$ cat src/rtl/alu_arbiter.sv
// alu_arbiter: two-requester round-robin front end for a shared combinational ALU.
// One operation is in flight at a time: IDLE (arbitrate/accept) -> EXEC (ALU
// evaluates registered operands) -> RESP (result held until its owner takes it).
module alu_arbiter #(
   parameter logic LAST_INIT = 1'b1
) (
   input  logic        clk,
   input  logic        rst,
   input  logic        r0_valid,
   output logic        r0_ready,
   input  logic [3:0]  r0_sel,
   input  logic [31:0] r0_a,
   input  logic [31:0] r0_b,
   input  logic        r0_rsp_ready,
   input  logic        r1_valid,
   output logic        r1_ready,
   input  logic [3:0]  r1_sel,
   input  logic [31:0] r1_a,
   input  logic [31:0] r1_b,
   input  logic        r1_rsp_ready,
   output logic        rsp_valid,
   output logic        rsp_id,
   output logic [31:0] rsp_data,
   output logic        rsp_err,
   output logic [31:0] alu_a,
   output logic [31:0] alu_b,
   output logic [3:0]  alu_sel,
   input  logic [31:0] alu_out,
   output logic        busy
);

   typedef enum logic [1:0] {
      S_IDLE = 2'd0,
      S_EXEC = 2'd1,
      S_RESP = 2'd2
   } state_t;

   state_t      r_state;
   state_t      w_state_nxt;
   logic        r_last;
   logic        w_gnt0;
   logic        w_gnt1;
   logic        w_acc;
   logic        w_acc_id;
   logic        w_rsp_acc;

   logic [31:0] r_alu_a;
   logic [31:0] r_alu_b;
   logic [3:0]  r_alu_sel;
   logic        r_rsp_valid;
   logic        r_rsp_id;
   logic [31:0] r_rsp_data;
   logic        r_rsp_err;

   // Select codes 1010..1101 are reported as unsupported operations.
   function automatic logic sel_is_err(input logic [3:0] sel);
      return (sel >= 4'b1010) && (sel <= 4'b1101);
   endfunction

   // Compare codes only define bit 0; unsupported codes yield zero.
   function automatic logic [31:0] shape_result(input logic [3:0] sel,
                                                input logic [31:0] raw);
      logic [31:0] res;
      res = raw;
      if ((sel == 4'b1000) || (sel == 4'b1001)) begin
         res = {31'b0, raw[0]};
      end else if (sel_is_err(sel)) begin
         res = 32'h0;
      end
      return res;
   endfunction

   // Next-state, grant and response-accept decode.
   always_comb begin
      w_state_nxt = r_state;
      w_gnt0      = 1'b0;
      w_gnt1      = 1'b0;
      w_rsp_acc   = 1'b0;
      case (r_state)
         S_IDLE: begin
            if (!rst) begin
               // On a tie the requester that did not win last time is served.
               w_gnt0 = r0_valid && (!r1_valid || r_last);
               w_gnt1 = r1_valid && (!r0_valid || !r_last);
            end
            if (w_gnt0 || w_gnt1) begin
               w_state_nxt = S_EXEC;
            end
         end
         S_EXEC: begin
            w_state_nxt = S_RESP;
         end
         S_RESP: begin
            // Only the owner of the response can release it.
            w_rsp_acc = r_rsp_id ? r1_rsp_ready : r0_rsp_ready;
            if (w_rsp_acc) begin
               w_state_nxt = S_IDLE;
            end
         end
         default: begin
            w_state_nxt = S_IDLE;
         end
      endcase
   end

   assign w_acc    = w_gnt0 || w_gnt1;
   assign w_acc_id = w_gnt1;

   // State register and last-granted pointer.
   always_ff @(posedge clk) begin
      if (rst) begin
         r_state <= S_IDLE;
         r_last  <= LAST_INIT;
      end else begin
         r_state <= w_state_nxt;
         if (w_acc) begin
            r_last <= w_acc_id;
         end
      end
   end

   // Operand capture on accept, result capture at the end of EXEC.
   always_ff @(posedge clk) begin
      if (rst) begin
         r_alu_a     <= '0;
         r_alu_b     <= '0;
         r_alu_sel   <= '0;
         r_rsp_valid <= 1'b0;
         r_rsp_id    <= 1'b0;
         r_rsp_data  <= '0;
         r_rsp_err   <= 1'b0;
      end else begin
         if (w_acc) begin
            r_alu_a   <= w_acc_id ? r1_a   : r0_a;
            r_alu_b   <= w_acc_id ? r1_b   : r0_b;
            r_alu_sel <= w_acc_id ? r1_sel : r0_sel;
            r_rsp_id  <= w_acc_id;
         end
         if (r_state == S_EXEC) begin
            r_rsp_data  <= shape_result(r_alu_sel, alu_out);
            r_rsp_err   <= sel_is_err(r_alu_sel);
            r_rsp_valid <= 1'b1;
         end else if (w_rsp_acc) begin
            r_rsp_valid <= 1'b0;
         end
      end
   end

   assign r0_ready  = w_gnt0;
   assign r1_ready  = w_gnt1;
   assign alu_a     = r_alu_a;
   assign alu_b     = r_alu_b;
   assign alu_sel   = r_alu_sel;
   assign rsp_valid = r_rsp_valid;
   assign rsp_id    = r_rsp_id;
   assign rsp_data  = r_rsp_data;
   assign rsp_err   = r_rsp_err;
   assign busy      = (r_state != S_IDLE);

endmodule

$ cat config.mk
export PLATFORM = sky130hd
export DESIGN_NAME = alu_arbiter
export DESIGN_NICKNAME = d
export VERILOG_FILES = /design/src/rtl/alu_arbiter.sv
export SDC_FILE = /design/constraint.sdc
export NUM_CORES = 1
export LEC_CHECK = 0
export CORE_MARGIN = 4
export CORE_UTILIZATION = 38
export CTS_CLUSTER_SIZE = 25
export DETAILED_ROUTE_END_ITERATION = 16
export MAX_ROUTING_LAYER = met4
export PLACE_DENSITY = 0.92
export SLEW_MARGIN = 20
export SYNTH_ARGS = -nofsm -noshare
export SYNTH_HDL_FRONTEND = slang
export SYNTH_SLANG_ARGS = --single-unit
$ cat constraint.sdc
create_clock -name clk -period 1.9 [get_ports clk]
set_input_delay 0.285 -clock clk [delete_from_list [all_inputs] [get_ports clk]]
set_output_delay 0.285 -clock clk [all_outputs]
set_load 0.01 [all_outputs]
-- Word level (Yosys, flattened, before mapping)
Cells that the tools add are included.
- $lt $le $gt $ge: 2
- equal/unequal tests: 6
- reductions and logical operators: 15
- muxes and demuxes: 18
- operators by type and width (operator ; number):
    32-bit two-way mux ; 4
    1-bit two-way mux ; 10
    4-bit equality test (second input constant) ; 2
    2-bit one-hot mux with 3 select lines ; 1
    1-bit logical OR ; 5
    4-bit >= comparator (second input constant) ; 1
    4-bit <= comparator (second input constant) ; 1
    2-bit two-way mux ; 2
    4-bit two-way mux ; 1
    2-bit inequality test (second input constant) ; 2
    2-bit nonzero test ; 2
    1-bit logical AND ; 3
    1-bit logical NOT ; 3
    2-bit by 1-bit equality test with 1-bit output (second input constant) ; 1
    2-bit equality test (second input constant) ; 1
    2-bit logical NOT ; 1
    2-bit AND reduction ; 1
- input bits: 174
- output and inout bits: 106
- register bits after elaboration: 106

-- Logic depth before layout (Yosys ltp)
Gate-level depths: netlist (run 1).
- word-level depth: 8
- gate-level depth with buffers: 7
- gate-level depth less buffers: 4

-- Worst setup path before layout (run 1)
OpenSTA, ideal clock, no wires.
- path type: input-to-output
- start: in rst
- end: out r0_ready
- buffers on the path: 3
- stages on the path: 5
- path slack: 0.352 ns
- arrival: 1.263 ns
- cells stage by stage: buf_2 -> nor3_4 -> buf_4 -> buf_2 -> and3_1
- longest elaborated chain between the ends: 3
- ends and longest elaborated chain (element ; line ; RTL):
    from (decl) ; 8 ; input logic rst,
    1-bit two-way mux ; 81 ; if (!rst) begin
    1-bit two-way mux (2 in a row) ; 79 ; case (r_state)
    to (decl) ; 10 ; output logic r0_ready,
No other way between the ends. The select of a mux whose other input is x is not followed.

-- Worst setup path in the final report (run 1)
- start: in r1_valid
- end: out r1_ready
- longest elaborated chain between the ends: 4
- ends and longest elaborated chain (element ; line ; RTL):
    from (decl) ; 15 ; input logic r1_valid,
    1-bit logical AND ; 84 ; w_gnt1 = r1_valid && (!r0_valid || !r_last);
    1-bit two-way mux ; 81 ;
    1-bit two-way mux (2 in a row) ; 79 ;
    to (decl) ; 16 ; output logic r1_ready,
No other way between the ends. The select of a mux whose other input is x is not followed.

==> impl_metrics.tcl, run 1 <==
set metrics [dict create \
    p_sw_mw 1.87 \
    hold_slack_ps 451 \
    fmax_mhz 545 \
    clk_pin_slew_worst_paths_ps 80 \
    core_area_um2 12200 \
    syn_to_final_growth_pct 68.0 \
    r2r_slack_ps 200 \
    synth_fp_nets 743 \
    synth_cell_type_count 31 \
    antenna_found_initial 0 \
    die-area_um2 14500 \
    switching_share 0.298 \
    slew-limit-headroom 0.524 \
    synth_top_family_by_area "compound AO/OA/AOI/OAI gates" \
    worstPathArrival_ps 1550 \
    netlist_area_um2 4810 \
    cts.htree.levels 3 \
    syn_inst 569 \
    clock_latency_ps 350 \
    fin_worst_skew_ps 6.26 \
    crit_path_end_kind "primary output" \
    startpoint_type "primary input" \
    gp_congestion 0.820 \
    vias 5320 \
    period_minus_slack_ps 1830 \
    crit_slowest_cell "clkdlybuf4s50_1" \
    synthTopCellsByArea "dfxtp_1 44%, a21oi_1 10%, o211ai_1 9.8%, o32ai_1 9.5%, inv_1 5.1%" \
    fin_util 0.661 \
    netlist.area_leader.share 0.441 \
    synth-compound-area-share 0.351 \
    drive_above_1_share 0.0765 \
    ys.flop_type "dfxtp_1" \
    start_util 0.394 \
    clkSinkCount 106 \
    grt_max_degree 73 \
    postSynthRegisterBits 106 \
    grtUsageTotal 0.233 \
    power_frac_comb 0.297 \
    p_seq_frac 0.413 \
    crit_required_ps 1620 \
    slowest_delay_ps 470 \
    worst_slack_ps 66.8 \
    crit_chain "clkdlybuf4s50_1 > a21bo_2 > nor3_2 > buf_4 > dlygate4sd2_1" \
    timing.max_cap.violations 0 \
    worstSetupPathType "primary input to primary output" \
    power_mw 6.26 \
    synth-edff-count 0 \
    fp.dieW_um 120 \
    dpl.hpwl_um 12600 \
    grt_first_pass_wirelength_um 26400 \
    placed_cells 975 \
    cts_setup_buffers 0 \
    leakage_nw 2.81 \
    avgViaCountPerCell 5.37 \
    yosysTopAreaCell "dfxtp_1" \
    num-fill-cells 1024 \
    wl_um 17400 \
    status "finished clean" \
    synthXorXnorAreaFrac 0.00182 \
    avgRoutedWirePerCell_um 17.6 \
    rsz0062_at_grt "false" \
    pre_cts_ws_ps -230 \
    diodes 0 \
    path_delay_family "buffers and inverters" \
    clk_path_buf_depth 2 \
    grt_pass1_vias 5090 \
    cts_buffers 9 \
    final_cells 991 \
    synthAdderAreaFrac 0 \
    synthMuxAreaShare 0.00625 \
    finish.instance_area_um2 8070 \
    fp.dieH_um 120 \
    yosys_warnings 0 \
    crit_fanout 2 \
    overflow 0 \
    ir_worst_vdd_v 0.000443 \
    setup_viol 0 \
    yosys.area_share.simple 0.0877 \
    yosysMostFrequentCell "dfxtp_1" \
    clockRootBuffer "clkbuf_16" \
    synth_common_cells "106 x dfxtp_1, 96 x a21oi_1, 65 x inv_1, 63 x o211ai_1, 52 x o32ai_1" \
    rows 40 \
    first_pass_iters 4 \
    hold_class "flop to flop" \
    yosysSeqAreaShare 0.441 \
    report.final.slew_viol_count 0 \
    async_flop_share 0 \
    tritoncts "built" \
    drc 0 \
    internal_power_mw 4.39 \
    portBuffers 279 \
    avgSynthCellArea_um2 8.45 \
    pin_count 280 \
    worst_pin_slew_ps 714 \
    cts-hold-fix-buffers 0 \
    power.density_nw_per_um2 775 \
    worst-path-buf-inv 3 \
    hold_viol_final 0 \
    nets 992 \
    place_area_um2 7780 \
    clock_power_share 0.290 \
    post-route-period-util 0.965 \
    antenna_left 0 \
    drt_iter0_markers 274 \
    tns_ps 0 \
]
[power by group through the flow]
stage                     clock network, mW  registers [mW]  logic, mW
after CTS                              1.87            2.59       1.88
final                                  1.81            2.59       1.86
after global placement                    0            2.62       1.84
after floorplan                           0            2.73      0.714
after global routing                   1.95            2.62       2.00
after detailed placement                  0            2.64       1.86
[cell families after synthesis]
family                 count (synthesis)
AO/OA/AOI/OAI                        236
XOR/XNOR                               1
buffers and inverters                132
flip-flops                           106
multiplexers                           3
AND/OR/NAND/NOR                       91
[tightest hold or removal path, delay by kind of cell, from the launching register on]
kind,cells,cell delay [ps]
simple gates,1,50
compound gates,1,50
flops,1,310
[sequential cells by signal, summed over array words and instances, names as in the netlist]
name / count
alu_sel: 4
rsp_id: 1
rsp_data: 32
r_state: 2
r_last: 1
alu_a: 32
rsp_valid: 1
rsp_err: 1
alu_b: 32
[path summary, 6_finish.rpt]
| path | start | to | cells past startpoint |
|---|---|---|---|
| setup / recovery | r1_valid | r1_ready | 5 |
| hold / removal | rsp_data[12] | rsp_data[12] | 2 |
| hold reg to reg | rsp_data[12] | rsp_data[12] | 2 |
| setup reg to reg | r_last | alu_b[13] | 5 |
[area by class of cell]
cell class / count / area, um^2 / area share
Clock buffer: 9 / 225 / 0.0279
Clock inverter: 7 / 61.3 / 0.00759
Inverter: 66 / 248 / 0.0307
Multi-Input combinational cell: 331 / 2170 / 0.268
Sequential cell: 106 / 2120 / 0.263
Tap cell: 168 / 210 / 0.0260
Timing Repair Buffer: 304 / 3040 / 0.376
[placed cells by master (no fill, tap or decap), drive strengths merged, types with 3 or more instances in the layout]
master,count
nor2,3
a22oi,5
buf,26
clkdlybuf4s50,276
clkbuf,9
mux2i,3
nor2b,3
a21oi,96
dfxtp,106
inv,69
o211ai,63
nor3,3
a31oi,5
o32ai,62
nand3,36
nand2,41
[repair_timing]
action                     in CTS  in global routing
setup endpoints to repair       3                  2
cloned                          0                  0
resized for setup               4                  2
[metal layers]
layer	GRT usage	vias up	routed length, um
met2	0.400	219	8850
met1	0.260	2485	6660
met4	0.0836	0	457
met3	0.0645	37	1440
li1	-	2579	-
met5	-	-	0
Note: power is estimated with default switching activity, not from simulation.
==> inputs of run 2 (changes only) <==
- CAP_MARGIN: not set -> 20
==> results of run 2 <==
The final DEF is identical to that of run 1; final timing and power are the same.
